==> src/rtl/uart_pkg.sv <==
// Shared types and constants for the UART flow-control slice: TX state enum,
// active-low pin levels and a parameter-legality check used at elaboration.
package uart_pkg;

    typedef enum logic {
        TX_HOLD = 1'b0,
        TX_RUN  = 1'b1
    } tx_state_t;

    localparam logic PIN_ASSERT   = 1'b0;
    localparam logic PIN_DEASSERT = 1'b1;

    function automatic bit flow_params_ok(input int lvl_w, input int hi_wm, input int lo_wm,
                                          input int sync_stages, input int cts_guard);
        return (lo_wm >= 0) && (lo_wm < hi_wm) && (hi_wm <= (2 ** lvl_w) - 1) &&
               (sync_stages >= 2) && (cts_guard >= 1);
    endfunction

endpackage

==> src/rtl/uart_sync_filter.sv <==
// Multi-flop synchroniser followed by a stability filter: the output only follows
// the synchronised input after CTS_GUARD consecutive cycles of disagreement.
module uart_sync_filter #(
    parameter int   SYNC_STAGES = 2,
    parameter int   CTS_GUARD   = 4,
    parameter logic RST_VAL     = 1'b1
) (
    input  logic clk,
    input  logic rst_n,
    input  logic din,
    output logic dout
);

    localparam int GW = (CTS_GUARD > 1) ? $clog2(CTS_GUARD) : 1;
    localparam logic [GW-1:0] GUARD_LAST = GW'(CTS_GUARD - 1);

    logic [SYNC_STAGES-1:0] sync_q;
    logic [GW-1:0]          guard_cnt;
    logic                   din_sync;

    assign din_sync = sync_q[SYNC_STAGES-1];

    always_ff @(posedge clk or negedge rst_n) begin
        if (!rst_n) begin
            sync_q <= {SYNC_STAGES{RST_VAL}};
        end else begin
            sync_q <= {sync_q[SYNC_STAGES-2:0], din};
        end
    end

    // Any cycle of agreement restarts the guard window, so short pulses die here.
    always_ff @(posedge clk or negedge rst_n) begin
        if (!rst_n) begin
            guard_cnt <= '0;
            dout      <= RST_VAL;
        end else if (din_sync == dout) begin
            guard_cnt <= '0;
        end else if (guard_cnt == GUARD_LAST) begin
            guard_cnt <= '0;
            dout      <= din_sync;
        end else begin
            guard_cnt <= guard_cnt + GW'(1);
        end
    end

endmodule

==> src/rtl/uart_flow_ctrl.sv <==
// RTS/CTS flow control: RTS from RX FIFO level with hysteresis, TX start gating
// from filtered CTS. Optional CTS watchdog under UART_FLOW_CTS_TIMEOUT_EN.
//
// TX FSM   state   | meaning
//          TX_HOLD | peer not ready (or just reset), enable_tx=0
//          TX_RUN  | peer ready or bypass, enable_tx=1
// RTS FSM is the rts register itself: 0 = ready to receive, 1 = throttle peer.
module uart_flow_ctrl
    import uart_pkg::*;
#(
    parameter int LVL_W       = 5,
    parameter int HI_WM       = 12,
    parameter int LO_WM       = 4,
    parameter int SYNC_STAGES = 2,
    parameter int CTS_GUARD   = 4
`ifdef UART_FLOW_CTS_TIMEOUT_EN
    ,parameter int TMO_CYC    = 1_000_000
`endif
) (
    input  logic             clk,
    input  logic             rst_n,
    input  logic             enable,
    input  logic             cts,
    input  logic [LVL_W-1:0] rx_level,
    input  logic             rx_full,
    input  logic             rx_empty,
    output logic             rts,
    output logic             enable_tx,
`ifdef UART_FLOW_CTS_TIMEOUT_EN
    input  logic             timeout_clr,
    output logic             cts_timeout,
`endif
    output logic             cts_filt
);

    localparam logic [LVL_W-1:0] HI_LVL = LVL_W'(HI_WM);
    localparam logic [LVL_W-1:0] LO_LVL = LVL_W'(LO_WM);

    if (!flow_params_ok(LVL_W, HI_WM, LO_WM, SYNC_STAGES, CTS_GUARD)) begin : g_param_err
        $error("uart_flow_ctrl: illegal parameter combination");
    end

    tx_state_t tx_state;
    tx_state_t tx_nxt;
    logic      rts_nxt;

    uart_sync_filter #(
        .SYNC_STAGES (SYNC_STAGES),
        .CTS_GUARD   (CTS_GUARD),
        .RST_VAL     (PIN_DEASSERT)
    ) u_cts_filter (
        .clk   (clk),
        .rst_n (rst_n),
        .din   (cts),
        .dout  (cts_filt)
    );

    always_ff @(posedge clk or negedge rst_n) begin
        if (!rst_n) begin
            rts      <= PIN_ASSERT;
            tx_state <= TX_HOLD;
        end else begin
            rts      <= rts_nxt;
            tx_state <= tx_nxt;
        end
    end

    always_comb begin
        rts_nxt = rts;
        tx_nxt  = tx_state;
        if (!enable) begin
            rts_nxt = PIN_ASSERT;
            tx_nxt  = TX_RUN;
        end else begin
            // rx_full ahead of rx_empty so an illegal full+empty throttles the peer.
            if (rx_full)                 rts_nxt = PIN_DEASSERT;
            else if (rx_empty)           rts_nxt = PIN_ASSERT;
            else if (rx_level >= HI_LVL) rts_nxt = PIN_DEASSERT;
            else if (rx_level <= LO_LVL) rts_nxt = PIN_ASSERT;

            case (tx_state)
                TX_HOLD: if (cts_filt == PIN_ASSERT)   tx_nxt = TX_RUN;
                TX_RUN:  if (cts_filt == PIN_DEASSERT) tx_nxt = TX_HOLD;
                default: tx_nxt = TX_HOLD;
            endcase
        end
    end

    assign enable_tx = (tx_state == TX_RUN);

`ifdef UART_FLOW_CTS_TIMEOUT_EN
    localparam int TMO_W = $clog2(TMO_CYC + 1);
    localparam logic [TMO_W-1:0] TMO_LAST = TMO_W'(TMO_CYC);

    logic [TMO_W-1:0] tmo_cnt;

    // Counter saturates at the threshold; the flag is sticky until cleared.
    always_ff @(posedge clk or negedge rst_n) begin
        if (!rst_n) begin
            tmo_cnt     <= '0;
            cts_timeout <= 1'b0;
        end else if (timeout_clr) begin
            tmo_cnt     <= '0;
            cts_timeout <= 1'b0;
        end else if (enable && (cts_filt == PIN_DEASSERT)) begin
            if (tmo_cnt != TMO_LAST) begin
                tmo_cnt <= tmo_cnt + TMO_W'(1);
                if (tmo_cnt == TMO_LAST - TMO_W'(1)) cts_timeout <= 1'b1;
            end
        end else begin
            tmo_cnt <= '0;
        end
    end
`endif

endmodule

==> config.mk <==
export PLATFORM = sky130hd
export DESIGN_NAME = uart_flow_ctrl
export DESIGN_NICKNAME = d
export VERILOG_FILES = /design/src/rtl/uart_pkg.sv /design/src/rtl/uart_sync_filter.sv /design/src/rtl/uart_flow_ctrl.sv
export SDC_FILE = /design/constraint.sdc
export NUM_CORES = 1
export LEC_CHECK = 0
export ABC_CLOCK_PERIOD_IN_PS = 2200
export BUFFER_PORTS_ARGS = -buffer_cell sky130_fd_sc_hd__buf_4
export CAP_MARGIN = 20
export CORE_AREA = 5 5 42 44
export DETAILED_ROUTE_END_ITERATION = 8
export DIE_AREA = 0 0 47 49
export GPL_TIMING_DRIVEN = 1
export HOLD_SLACK_MARGIN = 0.1
export PLACE_DENSITY = 0.42
export SKIP_LAST_GASP = 1
export SLEW_MARGIN = 30
export SYNTH_ARGS = -nofsm -noshare
export SYNTH_HDL_FRONTEND = slang
export SYNTH_HIERARCHICAL = 1
export SYNTH_SLANG_ARGS = --single-unit
==> constraint.sdc <==
create_clock -name clk -period 2.2 [get_ports clk]
set_input_delay 0.22 -clock clk [delete_from_list [all_inputs] [get_ports clk]]
set_output_delay 0.22 -clock clk [all_outputs]
set_load 0.05 [all_outputs]
* After elaboration in Yosys (flattened, before gate mapping)
Index checks and enable logic that the tools add are counted.
** Word-level totals
- Output and inout port bits :: 3
- Register bits after elaboration :: 7
- Input port bits :: 11
** Operators by class
- Reductions and logical operators :: 1
- Multiplexer cells :: 9
- Bitwise logic cells :: 1
- Eq/ne operators :: 3
- Add/sub/neg operators :: 1
- $lt $le $gt $ge :: 2
** Operators with widths (count)
- two-way mux 1 bit :: 7
- greater-or-equal comparator 5 x 4 -> 1 bit, second input constant :: 1
- <= comparator 5 x 3 -> 1 bit, second input constant :: 1
- != test 5 x 1 -> 1 bit, second input constant :: 1
- two-way mux 2 bit :: 2
- adder 2 x 1 -> 2 bit, second input constant :: 1
- == test 2 bit, second input constant :: 1
- AND reduction 2 bit :: 1
- == test 1 bit :: 1
- inverter 1 bit :: 1

* Depth between registers and ports, before layout
- Depth after elaboration :: 6
- Gate-level depth with buffers :: 3

* By module
Netlist, hierarchy kept.
** By module, submodules not included
- uart_sync_filter :: seq. area each 128.9 µm², times used 1, area an instance 177.7 µm², cells an instance 10
- uart_flow_ctrl :: seq. area each 50.0 µm², times used 1, area an instance 83.8 µm², cells an instance 8

* Least setup slack after synthesis
Ideal clock, no wire load.
- Kind :: register -> register
- Start point :: register, netlist name rts
- End point :: register rts
- Stages on the path, launching flop included :: 4
- Period minus slack after synthesis :: 1.133 ns
- Path slack :: 1.067 ns
- Data arrival time :: 1.014 ns
- Path buffers :: 0
- Cells stage by stage :: dfrtp_1 o21ai_0 a31oi_1 o21a_1
** RTL lines
- to (signal assigned) :: line uart_flow_ctrl.sv:63 : rts <= rts_nxt;
- to (decl) :: line uart_flow_ctrl.sv:27 : output logic rts,

* Worst setup path after layout
- Start point :: register u_cts_filter.dout
- End point :: output port cts_filt
** RTL lines
- from (decl) :: line uart_sync_filter.sv:11 : output logic dout
- from (signal assigned) :: line uart_sync_filter.sv:40 : dout <= din_sync;
- to (decl) :: line uart_flow_ctrl.sv:33 : output logic cts_filt
No word-level cell between the ends.

==> impl_metrics.csv <==
group,metric,value,unit
routing,routed_wl,544,um
logic_synthesis,synth.area.top_cells,"dfrtp_1 (38%), dfstp_2 (30%), ha_1 (4.8%)",
pwr,power.switching,0.000156,W
logic_synthesis,syn_inst,18,
logic_synthesis,ys_ff_latch,7,
critical_path,reg2reg_slack,1.22,ns
timing,setup_viol,0,
pwr,p_per_area,1070,nW/um^2
pwr,combPwrFrac,34.0,%
timing,period_needed,1.22,ns
critical_path,path_buf_inv,1,
cts,cts_tree,"yes",
final_layout,drive_gt1_share,59.5,%
min_path,hp-start,"enable",
final_layout,antennaDiodeCount,0,
timing,max_freq,820,MHz
critical_path,worstPathArrival,1.00,ns
logic_synthesis,syn-mean-instance-area,14.5,um^2
final_layout,synthToLayoutAreaGrowth,63.2,%
floorplan,initial_core_util,18.7,%
timing,fin_skew,0.00457,ns
pwr,clockPowerShare,24.4,%
grt,grt_first_pass_wirelength,848,um
routing,routedWlPerCell,10.3,um
placed_design,dpl.hpwl,434,um
timing,tns,0,ns
outcome,status,"complete, no violations",
pwr,p_int,0.000303,W
routing,via_per_inst,3.92,
timing,final_max_slew_viol_count,0,
grt,grt_pass1_vias,210,
timing,rsz0062_at_grt,"false",
critical_path,max_stage_delay,0.55,ns
critical_path,worstSetupPathType,"reg2out",
critical_path,r2r-start,"u_cts_filter/guard_cnt[0]",
cts,cts-resized-gates,0,
grt,grt_max_degree,8,
critical_path,crit_chain,"buf_4",
routing,dr.pass1.iters,2,
logic_synthesis,synth.distinct_cells,13,
timing,hold_violations,0,
pwr,ir_drop,448,uV
pwr,p_leak,0.201,nW
logic_synthesis,syn_area,262,um^2
routing,drcViolationCount,0,
placed_design,io_buffers,13,
timing,worst_pin_slew,0.240,ns
critical_path,crit_fanout,4,
final_layout,multi_input_area,78.8,um^2
timing,slew-limit-headroom,83.9,%
grt,grt_overflow_total,0,
cts,worstSkewPairLatency,0.25,ns
floorplan,core_area,1400,um^2
final_layout,stdcell_area,427,um^2
critical_path,critPathSlowestCell,"dfstp_2",
pwr,sw_frac_of_total,34.0,%
pwr,pwr-share-seq,41.5,%
min_path,whs_endpoint,"enable_tx",
logic_synthesis,synth_top_cell_area_share,38.3,%
routing,ant_nets,0,
routing,drt_iter0_drc,4,
grt,grt_usage,5.54,%
cts,clk_pin_slew,0.05,ns
min_path,hold_depth,2,
floorplan,io_pins,14,
logic_synthesis,yosysWarnings,6,
critical_path,required,1.98,ns
placed_design,place_area,379,um^2
floorplan,die_y,49,um
routing,vias,208,
final_layout,fillerInstances,153,
critical_path,worstSetupEndpointType,"primary output",
cts,post_cts_buffers,0,
grt,antenna_found_initial,0,
final_layout,regArea,179,um^2
floorplan,placementRows,14,
logic_synthesis,synth_nets,30,
timing,period_share,55.4,%
cts,clock-sinks,7,
min_path,holdCritPathClass,"in2reg",
critical_path,reg2reg_depth,2,
logic_synthesis,seq_area_frac_synth,68.4,%
logic_synthesis,yosysTopAreaCell,"dfrtp_1",
cts,htree_num_levels,1,
floorplan,die_area,2300,um^2
final_layout,nets,50,
critical_path,path_delay_family,"flip-flops",
job,cap_viol_max_count,0,
critical_path,worstReg2RegEnd,"u_cts_filter/dout",
critical_path,critical_path.startpoint_type,"flop",
cts,cts_made_buffers,3,
placed_design,gp_congestion,0.678,
cts,cts_root_buf,"clkbuf_4",
cts,cts_buffer_depth,2,
floorplan,fp.dieW,47,um
## routing by layer
layer	wire length, um	track usage [%]	share of wire (%)
met1	221	5.63	41
met2	231	7.92	42
met3	92	5.54	17
met4	0	1.38	0
met5	0	0	0
## placed cells by master, fill, tap and decap left out, drive strengths merged
master | netlist | layout
nor2b | 1 | 1
ha | 1 | 1
inv | 1 | 1
clkinv | 0 | 1
nand2 | 1 | 1
clkbuf | 0 | 3
dlygate4sd3 | 0 | 2
buf | 0 | 13
xnor2 | 1 | 1
o21ai | 1 | 1
o211ai | 1 | 1
dfstp | 3 | 3
a31oi | 1 | 1
o21a | 1 | 1
dfrtp | 4 | 4
nor3 | 1 | 1
mux2 | 1 | 1
## stage by stage
stage	worst slack [ns]	std cells	power, W	hold slack, ns	utilization [%]
final	0.980	53	0.000459	0.148	30.4
after global routing	0.928	53	0.000493	0.136	30.4
after CTS	0.960	53	0.000470	0.140	30.4
after detailed placement	1.23	47	0.000347	0.0349	27.1
after global placement	1.25	47	0.000343	0.0342	27.1
after floorplan	1.07	18	0.000296	-0.0756	-
## state kept, by name, summed over array words and instances, names as in the netlist
name,flops
u_cts_filter/sync_q,2
enable_tx,1
rts,1
u_cts_filter/guard_cnt,2
u_cts_filter/dout,1
## power groups by stage
stage / logic, W / registers (W) / clock network (W)
6_report: 0.000156 / 0.000191 / 0.000112
5_1_grt: 0.000169 / 0.000195 / 0.000129
4_1_cts: 0.000159 / 0.000191 / 0.000120
3_5_place_dp: 0.000154 / 0.000193 / 0
3_3_place_gp: 0.000153 / 0.000191 / 0
2_1_floorplan: 0.0000496 / 0.000246 / 0
## synthesized netlist by cell type (all sizes together)
master,n
a31oi,1
dfrtp,4
dfstp,3
ha,1
inv,1
mux2,1
nand2,1
nor2b,1
nor3,1
o211ai,1
o21a,1
o21ai,1
xnor2,1
## worst register-to-register path: stages, from the launching register on
cell and delay, ns:
dfrtp_1 0.36, ha_1 0.20, mux2_2 0.35
## layout make-up
class	count	area share, %
tap	16	4.69
clock buffer	3	5.28
timing repair buffer	15	27.6
clock inverter	1	1.17
multi-input combinational	10	18.5
sequential	7	41.9
inverter	1	0.880
## worst max path at each step
stage	start	end	depth (start not counted)
floorplan	rts	rts	3
global placement	u_cts_filter/dout	cts_filt	1
detailed placement	u_cts_filter/guard_cnt[0]	u_cts_filter/dout	2
CTS	u_cts_filter/dout	cts_filt	1
global route	u_cts_filter/dout	cts_filt	1
finish	u_cts_filter/dout	cts_filt	1
## logic make-up (layout without fill, tap and decap cells)
kind of cell / Yosys count / after routing / share of synthesized area, %
AO/OA/AOI/OAI: 4 / 4 / 10.0
XOR/XNOR: 1 / 1 / 3.35
adder cells (fa/ha/maj): 1 / 1 / 4.78
buffers and inverters: 1 / 20 / 1.43
flip-flops: 7 / 7 / 68.4
multiplexers: 1 / 1 / 4.31
AND/OR/NAND/NOR: 3 / 3 / 7.66
## what timing repair did
action	in CTS	in global routing
setup endpoints to repair	0	0
endpoints found under the hold margin	8	0
hold buffers	2	0
(Power assumes the default switching activity.)
